**src/rtl/ram_arbiter.sv**
```systemverilog
// Arbitrates the single 8-bit external RAM between video fetch, CPU and an optional boot loader.
// Build-time option: define RAM_LOADER_EN to add the write-only loader port (lreq/la/ld/lack).
module ram_arbiter #(
    parameter int unsigned ACC = 2,
    parameter int unsigned AW  = 21
) (
    input  logic          clock,
    input  logic          reset,
    input  logic          vreq,
    input  logic [AW-1:0] va,
    output logic [7:0]    vq,
    output logic          vvalid,
    output logic          vovr,
    input  logic          creq,
    input  logic          cwe,
    input  logic [AW-1:0] ca,
    input  logic [7:0]    cd,
    output logic [7:0]    cq,
    output logic          cack,
`ifdef RAM_LOADER_EN
    input  logic          lreq,
    input  logic [AW-1:0] la,
    input  logic [7:0]    ld,
    output logic          lack,
`endif
    output logic          ramWe,
    output logic          ramOe,
    output logic [7:0]    ramDo,
    input  logic [7:0]    ramDi,
    output logic [AW-1:0] ramA
);

    typedef enum logic [1:0] {StIdle, StAccRd, StAccWr, StTurn} state_e;
    typedef enum logic [1:0] {OwnVideo, OwnCpu, OwnLoader} owner_e;

    localparam logic [2:0] LastCnt = 3'(ACC - 1);

    state_e        state_q, state_d;
    owner_e        owner_q, owner_d;
    logic [2:0]    cnt_q, cnt_d;
    logic          vpend_q, vpend_d;
    logic [AW-1:0] vaddr_q, vaddr_d;
    logic          vovr_q, vovr_d;
    logic [7:0]    vq_q, vq_d;
    logic [7:0]    cq_q, cq_d;
    logic          vvalid_q, vvalid_d;
    logic          cack_q, cack_d;
    logic          lack_q, lack_d;
    logic          ram_we_q, ram_we_d;
    logic          ram_oe_q, ram_oe_d;
    logic [7:0]    ram_do_q, ram_do_d;
    logic [AW-1:0] ram_a_q, ram_a_d;

    logic          ld_req;
    logic [AW-1:0] ld_addr;
    logic [7:0]    ld_data;

`ifdef RAM_LOADER_EN
    assign ld_req  = lreq;
    assign ld_addr = la;
    assign ld_data = ld;
    assign lack    = lack_q;
`else
    assign ld_req  = 1'b0;
    assign ld_addr = '0;
    assign ld_data = '0;
    logic unused_lack;
    assign unused_lack = lack_q;
`endif

    // Write strobe window inside an ACC_WR access; short accesses strobe on the first cycle.
    function automatic logic we_strobe(input logic [2:0] idx);
        if (ACC == 2) return idx == 3'd0;
        return (idx != 3'd0) && (idx <= 3'(ACC - 2));
    endfunction

    always_comb begin
        state_d  = state_q;
        owner_d  = owner_q;
        cnt_d    = cnt_q;
        vpend_d  = vpend_q;
        vaddr_d  = vaddr_q;
        vovr_d   = vovr_q;
        vq_d     = vq_q;
        cq_d     = cq_q;
        vvalid_d = 1'b0;
        cack_d   = 1'b0;
        lack_d   = 1'b0;
        ram_do_d = ram_do_q;
        ram_a_d  = ram_a_q;

        if (vreq) begin
            if (vpend_q) begin
                vovr_d = 1'b1;
            end
            vpend_d = 1'b1;
            vaddr_d = va;
        end

        case (state_q)
            StIdle: begin
                cnt_d = 3'd0;
                if (vreq || vpend_q) begin
                    state_d = StAccRd;
                    owner_d = OwnVideo;
                    ram_a_d = vreq ? va : vaddr_q;
                    vpend_d = 1'b0;
                end else if (ld_req) begin
                    state_d  = StAccWr;
                    owner_d  = OwnLoader;
                    ram_a_d  = ld_addr;
                    ram_do_d = ld_data;
                end else if (creq && !cack_q) begin
                    // creq still high in its own cack cycle belongs to the finished access
                    owner_d = OwnCpu;
                    ram_a_d = ca;
                    if (cwe) begin
                        state_d  = StAccWr;
                        ram_do_d = cd;
                    end else begin
                        state_d = StAccRd;
                    end
                end
            end
            StAccRd: begin
                if (cnt_q == LastCnt) begin
                    state_d = StIdle;
                    cnt_d   = 3'd0;
                    if (owner_q == OwnVideo) begin
                        vq_d     = ramDi;
                        vvalid_d = 1'b1;
                    end else begin
                        cq_d   = ramDi;
                        cack_d = 1'b1;
                    end
                end else begin
                    cnt_d = cnt_q + 3'd1;
                end
            end
            StAccWr: begin
                if (cnt_q == LastCnt) begin
                    state_d = StTurn;
                    cnt_d   = 3'd0;
                    if (owner_q == OwnLoader) begin
                        lack_d = 1'b1;
                    end else begin
                        cack_d = 1'b1;
                    end
                end else begin
                    cnt_d = cnt_q + 3'd1;
                end
            end
            StTurn: begin
                state_d = StIdle;
            end
            default: begin
                state_d = StIdle;
            end
        endcase

        // Pad controls are registered from the next state so they change cleanly on the edge.
        ram_oe_d = (state_d == StAccWr);
        ram_we_d = !((state_d == StAccWr) && we_strobe(cnt_d));
    end

    always_ff @(posedge clock) begin
        if (reset) begin
            state_q  <= StIdle;
            owner_q  <= OwnVideo;
            cnt_q    <= 3'd0;
            vpend_q  <= 1'b0;
            vaddr_q  <= '0;
            vovr_q   <= 1'b0;
            vq_q     <= 8'h00;
            cq_q     <= 8'h00;
            vvalid_q <= 1'b0;
            cack_q   <= 1'b0;
            lack_q   <= 1'b0;
            ram_we_q <= 1'b1;
            ram_oe_q <= 1'b0;
            ram_do_q <= 8'h00;
            ram_a_q  <= '0;
        end else begin
            state_q  <= state_d;
            owner_q  <= owner_d;
            cnt_q    <= cnt_d;
            vpend_q  <= vpend_d;
            vaddr_q  <= vaddr_d;
            vovr_q   <= vovr_d;
            vq_q     <= vq_d;
            cq_q     <= cq_d;
            vvalid_q <= vvalid_d;
            cack_q   <= cack_d;
            lack_q   <= lack_d;
            ram_we_q <= ram_we_d;
            ram_oe_q <= ram_oe_d;
            ram_do_q <= ram_do_d;
            ram_a_q  <= ram_a_d;
        end
    end

    assign vq     = vq_q;
    assign vvalid = vvalid_q;
    assign vovr   = vovr_q;
    assign cq     = cq_q;
    assign cack   = cack_q;
    assign ramWe  = ram_we_q;
    assign ramOe  = ram_oe_q;
    assign ramDo  = ram_do_q;
    assign ramA   = ram_a_q;

endmodule

```
**config.mk**
```make
export PLATFORM = sky130hd
export DESIGN_NAME = ram_arbiter
export DESIGN_NICKNAME = d
export VERILOG_FILES = /design/src/rtl/ram_arbiter.sv
export SDC_FILE = /design/constraint.sdc
export NUM_CORES = 1
export LEC_CHECK = 0
export CAP_MARGIN = 15
export CORE_UTILIZATION = 41
export DETAILED_ROUTE_END_ITERATION = 7
export HOLD_SLACK_MARGIN = 0.1
export PLACE_DENSITY = 0.87
export SETUP_SLACK_MARGIN = 0.3
export SLEW_MARGIN = 10
export SYNTH_ARGS = -nofsm -noshare
export SYNTH_HDL_FRONTEND = slang
export SYNTH_SLANG_ARGS = --single-unit
```
**constraint.sdc**
```tcl
create_clock -name clock -period 1.4 [get_ports clock]
set_input_delay 0.42 -clock clock [delete_from_list [all_inputs] [get_ports clock]]
set_output_delay 0.42 -clock clock [all_outputs]
set_load 0.05 [all_outputs]
```
======== Yosys cells after proc, flatten, opt, wreduce, memory -nomap -nowiden ========
Cells that the tools add are included.
word-level totals
  output and inout bits ................... 50
  input port bits ......................... 63
  register bits ........................... 79
  word-level logic and storage cells ...... 63
cells by class
  reductions and logical operators ........ 16
  multiplexer cells ....................... 22
  equality and inequality tests ........... 6
  bitwise logic cells ..................... 4
  $add $sub $neg .......................... 1
operator list
  operator                                                          count
  21-bit 2-to-1 mux                                                 3
  2-bit 2-to-1 mux                                                  7
  2-bit == test (second input constant)                             4
  1-bit 2-to-1 mux                                                  8
  2-bit case mux with 4 select lines                                1
  3-bit case mux with 2 select lines                                1
  3-bit AND reduction                                               2
  2-bit logical NOT                                                 2
  1-bit NOT                                                         4
  2-bit AND reduction                                               2
  4-bit AND reduction                                               1
  3-bit by 1-bit adder with 3-bit output (second input constant)    1
  3-bit by 1-bit == test with 1-bit output (second input constant)  1
  3-bit logical NOT                                                 1
  3-bit 2-to-1 mux                                                  1
  3-bit OR reduction                                                1
  2-bit by 1-bit == test with 1-bit output (second input constant)  1
  1-bit logical AND                                                 2
  1-bit logical NOT                                                 2
  1-bit case mux with 2 select lines                                1
  2-bit nonzero test                                                1
  2-bit OR reduction                                                1
  1-bit logical OR                                                  1

======== Longest topological paths before layout ========
  word-level depth ........................ 8
  depth in mapped cells ................... 7
  gate-level depth less buffers ........... 6

======== Worst setup path after synthesis ========
No wires, ideal clock.
  kind .................................... flip-flop to flip-flop
  start ................................... register cack_q, in the netlist cack
  end ..................................... register ram_we_q, in the netlist ramWe
  setup time .............................. 139 ps
  buffers on the path ..................... 0
  period minus slack after synthesis ...... 1633 ps
  required time ........................... 1261 ps
  slack ................................... -233 ps
  cell stages (with the launch flop) ...... 5
  arrival ................................. 1493 ps
  path through ............................ dfxtp_1 nor2b_1 o31a_1 o311ai_2 o211ai_1
on the way
  cells in the longest elaborated chain, start to end .. 8
RTL lines
  what                                RTL line  text
  start, declared                     47        logic cack_q, cack_d;
  start signal, assigned              193       cack_q <= cack_d;
  1-bit logical NOT                   113       end else if (creq && !cack_q) begin
  1-bit logical AND                   113
  2-bit 2-to-1 mux                    113
  2-bit 2-to-1 mux                    103       if (vreq || vpend_q) begin
  2-bit case mux with 4 select lines  100       case (state_q)
  2-bit == test                       163       ram_we_d = !((state_d == StAccWr) && we_strobe(cnt_d));
  1-bit logical AND                   163
  1-bit logical NOT                   163
  end signal, assigned                195       ram_we_q <= ram_we_d;
  end, declared                       49        logic ram_we_q, ram_we_d;
Every way passes these cells.
A chain may end at the register's enable or synchronous reset.

======== Worst setup path in the final report ========
  start ................................... register state_q[1]
  end ..................................... register ram_a_q[12], in the netlist ramA[12]
on the way
  cells in the longest elaborated chain, start to end .. 2
RTL lines
  what                                  RTL line  text
  start, declared                       38        state_e state_q, state_d;
  start signal, assigned                168       state_q <= StIdle;
  start signal, assigned                184       state_q <= state_d;
  2-bit logical NOT                     100
  2-bit AND reduction (no source line)  --
  end signal, assigned                  198       ram_a_q <= ram_a_d;
  end, declared                         52        logic [AW-1:0] ram_a_q, ram_a_d;
Every way passes these cells.

==> impl_metrics.csv <==
group,metric,value,unit
status,status,"finished, violations left",
status,violations,"setup timing",
worst_setup_path,path_class,"flip-flop to flip-flop",
floorplanning,fp.dieH,90.92,um
pwr,p_sw_share,38.16,%
clock_tree,cts.root.buffer_cell,"clkbuf_8",
clock_tree,clk_pin_slew,0.09,ns
routing,via_per_inst,5.377,
cells_and_area,area_growth_syn_to_layout,99.65,%
worst_setup_path,worstPathRequired,1.68,ns
timing,timing.final.hold_violations,0,
place,dp.cells,582,
place,gp_congestion,0.8237,
pwr,p_per_area,1756,mW/mm2
timing,fmaxAchievable,643.3,MHz
grt,grt_pass1_vias,3701,
clock_tree,clock_latency,0.35,ns
pwr,p_leak,2.694,nW
grt,grt_pass1_wl,18.46,mm
grt,grt_max_degree,44,
pwr,pwr-share-seq,26.5,%
worst_setup_path,reg2reg_to,"ramA[12]",
routing,drt_pass1_iterations,4,
logic_synthesis,synthesis.nets,439,
routing,drc,0,
timing,slew_violations,0,
timing,setup_slack,-0.1544,ns
routing,via_count,3484,
worst_setup_path,endpoint,"ramA[12]",
floorplanning,start_util,42.17,%
logic_synthesis,synth_seq_area_share,48.17,%
routing,dr.first_iter.drc_count,149,
routing,postRouteAntennaNets,0,
routing,routedWlPerCell,19.87,um
worst_setup_path,rr_startpoint,"state_q[1]",
clock_tree,htreeDepth,3,
worst_setup_path,startpoint_type,"flip-flop",
pwr,internal_power,7.030,mW
floorplanning,io_pins,113,
cells_and_area,final_cells,648,
hold_path,hold_path.class,"input port to flip-flop",
timing,rsz0062_at_grt,"true",
pwr,power.net_switching,4.338,mW
worst_setup_path,critPathLaunch,"state_q[1]",
worst_setup_path,r2r_setup_slack,-0.15,ns
cells_and_area,layout-drive-gt1-share,49.27,%
pwr,ir_drop,0.8384,mV
floorplanning,core_area,0.007687,mm2
logic_synthesis,ys_types,31,
timing,setup_violations,41,
timing,relSlewSlack,70.32,%
worst_setup_path,critPathMaxFanout,5,
logic_synthesis,synth_top_area_cell,"dfxtp_1",
routing,drt_wl_total,12.88,mm
logic_synthesis,synth_top_area_share,48.17,%
cells_and_area,regArea,0.001678,mm2
pwr,power.total,11.37,mW
cells_and_area,fillCellCount,385,
timing,finClkSkew,0.01218,ns
clock_tree,clockBufferDepth,2,
timing,finalSetupTns,-3.590,ns
floorplanning,die_area,0.008266,mm2
hold_path,hold_path_depth,2,
logic_synthesis,avgSynthCellArea,8.715,um2
worst_setup_path,arrival,1.83,ns
logic_synthesis,ys_seq_elements,78,
logic_synthesis,netlist_area,0.003242,mm2
logic_synthesis,netlist_instances,372,
worst_setup_path,ff2ff_path_depth,10,
cells_and_area,nets,610,
pwr,p_clk_share,15.3,%
place,dpl.hpwl,6.430,mm
clock_tree,cts_buffers,9,
clock_tree,clock-sinks,78,
grt,antenna_found_initial,0,
timing,fin_crit_sh,111.0,%
pwr,power.share.combinational,58.2,%
clock_tree,cts_tree,"built",
run,drv_cap,0,
logic_synthesis,yosysWarnings,0,
timing,fin_crit,1.554,ns
grt,grt_use_total,28.87,%
cells_and_area,multi_input_area,0.001986,mm2
grt,overflow,0,
place,portBuffers,112,
floorplanning,rows,32,
floorplanning,die_x,90.92,um
logic_synthesis,synth_area_leaders,"dfxtp_1, mux2i_1, nand2_1",
timing,tightest_slew,0.4406,ns
worst_setup_path,crit_path_end_kind,"flip-flop",
cells_and_area,antenna_cells,0,
-- through the flow --
| stage | utilization [%] | instance area [um2] | hold slack, ns | worst slack [ns] |
|---|---|---|---|---|
| after floorplan | - | 3387 | 0.4491 | -0.08894 |
| after global placement | 67.17 | 5164 | 0.4560 | -0.3997 |
| after detailed placement | 67.17 | 5164 | 0.4633 | -0.4709 |
| after CTS | 81.10 | 6235 | 0.3814 | -0.1306 |
| after global routing | 84.20 | 6472 | 0.4563 | -0.1944 |
| final | 84.20 | 6472 | 0.4538 | -0.1544 |
-- state kept, by name, summed over array words and instances, names as in the netlist --
register  cells
cq            8
cack          1
vpend_q       1
vaddr_q      21
owner_q       1
vvalid        1
ramDo         8
state_q       2
vovr          1
ramOe         1
cnt_q         3
ramA         21
vq            8
ramWe         1
-- cells in the final DEF, fill, tap and decap left out, types with 2 or more instances in the layout --
master / Yosys / routed
a21oi_1: 47 / 27
buf_16: 0 / 6
buf_4: 0 / 40
nand2_2: 0 / 10
buf_12: 0 / 60
nor2_4: 0 / 2
nor3_1: 4 / 3
a21oi_2: 0 / 20
nand2_4: 0 / 23
nor2b_1: 4 / 3
dfxtp_2: 0 / 36
ha_4: 0 / 4
mux2i_2: 0 / 2
o21ai_0: 22 / 21
dfxtp_4: 0 / 19
mux2i_1: 45 / 43
inv_4: 0 / 2
nand2b_1: 22 / 21
clkbuf_8: 0 / 11
dfxtp_1: 78 / 23
buf_6: 2 / 17
clkdlybuf4s50_1: 0 / 59
nand3_1: 2 / 2
buf_2: 6 / 3
nand2_1: 65 / 32
nand4_1: 2 / 2
nor2_1: 35 / 32
-- final cells by class --
class                      count  area share [%]
inverter                       2          0.1933
tap                          102           1.972
clock inverter                 3          0.6766
sequential                    78           25.92
multi-input combinational    266           30.68
clock buffer                  11           2.339
timing repair buffer         186           38.22
-- worst max-delay path, stage by stage (launching register included) --
cell     delay, ns
dfxtp_4       0.37
inv_4         0.05
ha_4          0.16
buf_6         0.12
buf_6         0.11
o31ai_4       0.08
buf_6         0.17
buf_6         0.10
buf_16        0.12
nand2_2       0.06
a21oi_2       0.14
-- what timing repair did --
item                                    CTS  global route
pin swaps                                48            23
resized for setup                       147            44
gates cloned                              7             0
hold buffers                              0             0
endpoints found under the setup margin  105           106
setup buffers                            37             8
-- worst min-delay path by stage --
stage                          start          to  slack [ns]
after floorplan           vaddr_q[0]  vaddr_q[0]        0.45
after global placement    vaddr_q[4]  vaddr_q[4]        0.46
after detailed placement  vaddr_q[3]  vaddr_q[3]        0.46
after CTS                      reset  state_q[0]        0.38
after global routing           reset     vpend_q        0.46
final                          reset  state_q[0]        0.45
-- per-layer routing --
metal,part of all wire (%),vias up,GRT usage (%),routed length (um)
li1,-,1596,-,-
met1,36,1696,29.52,4670
met2,54,159,55.62,6980
met3,6.1,33,5.808,785
met4,3.4,0,13.36,439
met5,0,-,0,0
-- cell usage after synthesis --
cell type / n
nand2b_1: 22
nor4b_1: 1
o21ai_0: 22
a211o_1: 1
a311oi_1: 1
nor2b_1: 4
nand4_1: 2
nor3_1: 4
xnor2_1: 1
buf_6: 2
buf_1: 2
dfxtp_1: 78
nand2_1: 65
nor3b_2: 1
o31ai_1: 1
buf_2: 6
mux2i_1: 45
a21o_1: 1
clkbuf_1: 16
o211ai_1: 1
or3_1: 1
ha_1: 4
nand3b_1: 1
nor2_1: 35
o311ai_2: 1
o31a_1: 1
or3b_4: 1
nand3_1: 2
inv_1: 2
and2_1: 1
a21oi_1: 47
-- power groups by stage --
stage	clock, mW	combinational, mW	sequential [mW]
4_1_cts	1.72	5.90	2.96
5_1_grt	1.83	6.83	3.03
3_3_place_gp	0	3.63	2.91
6_report	1.74	6.62	3.01
3_5_place_dp	0	3.75	2.93
2_1_floorplan	0	1.56	3.54
-- logic make-up after synthesis --
family / Yosys count / synth area share, %
AND/OR/NAND/NOR: 140 / 19.53
multiplexers: 45 / 13.89
adder cells (fa/ha/maj): 4 / 1.544
XOR/XNOR: 1 / 0.2702
buffers and inverters: 28 / 3.937
AO/OA/AOI/OAI: 76 / 12.66
flip-flops: 78 / 48.17
(Power assumes the default switching activity.)
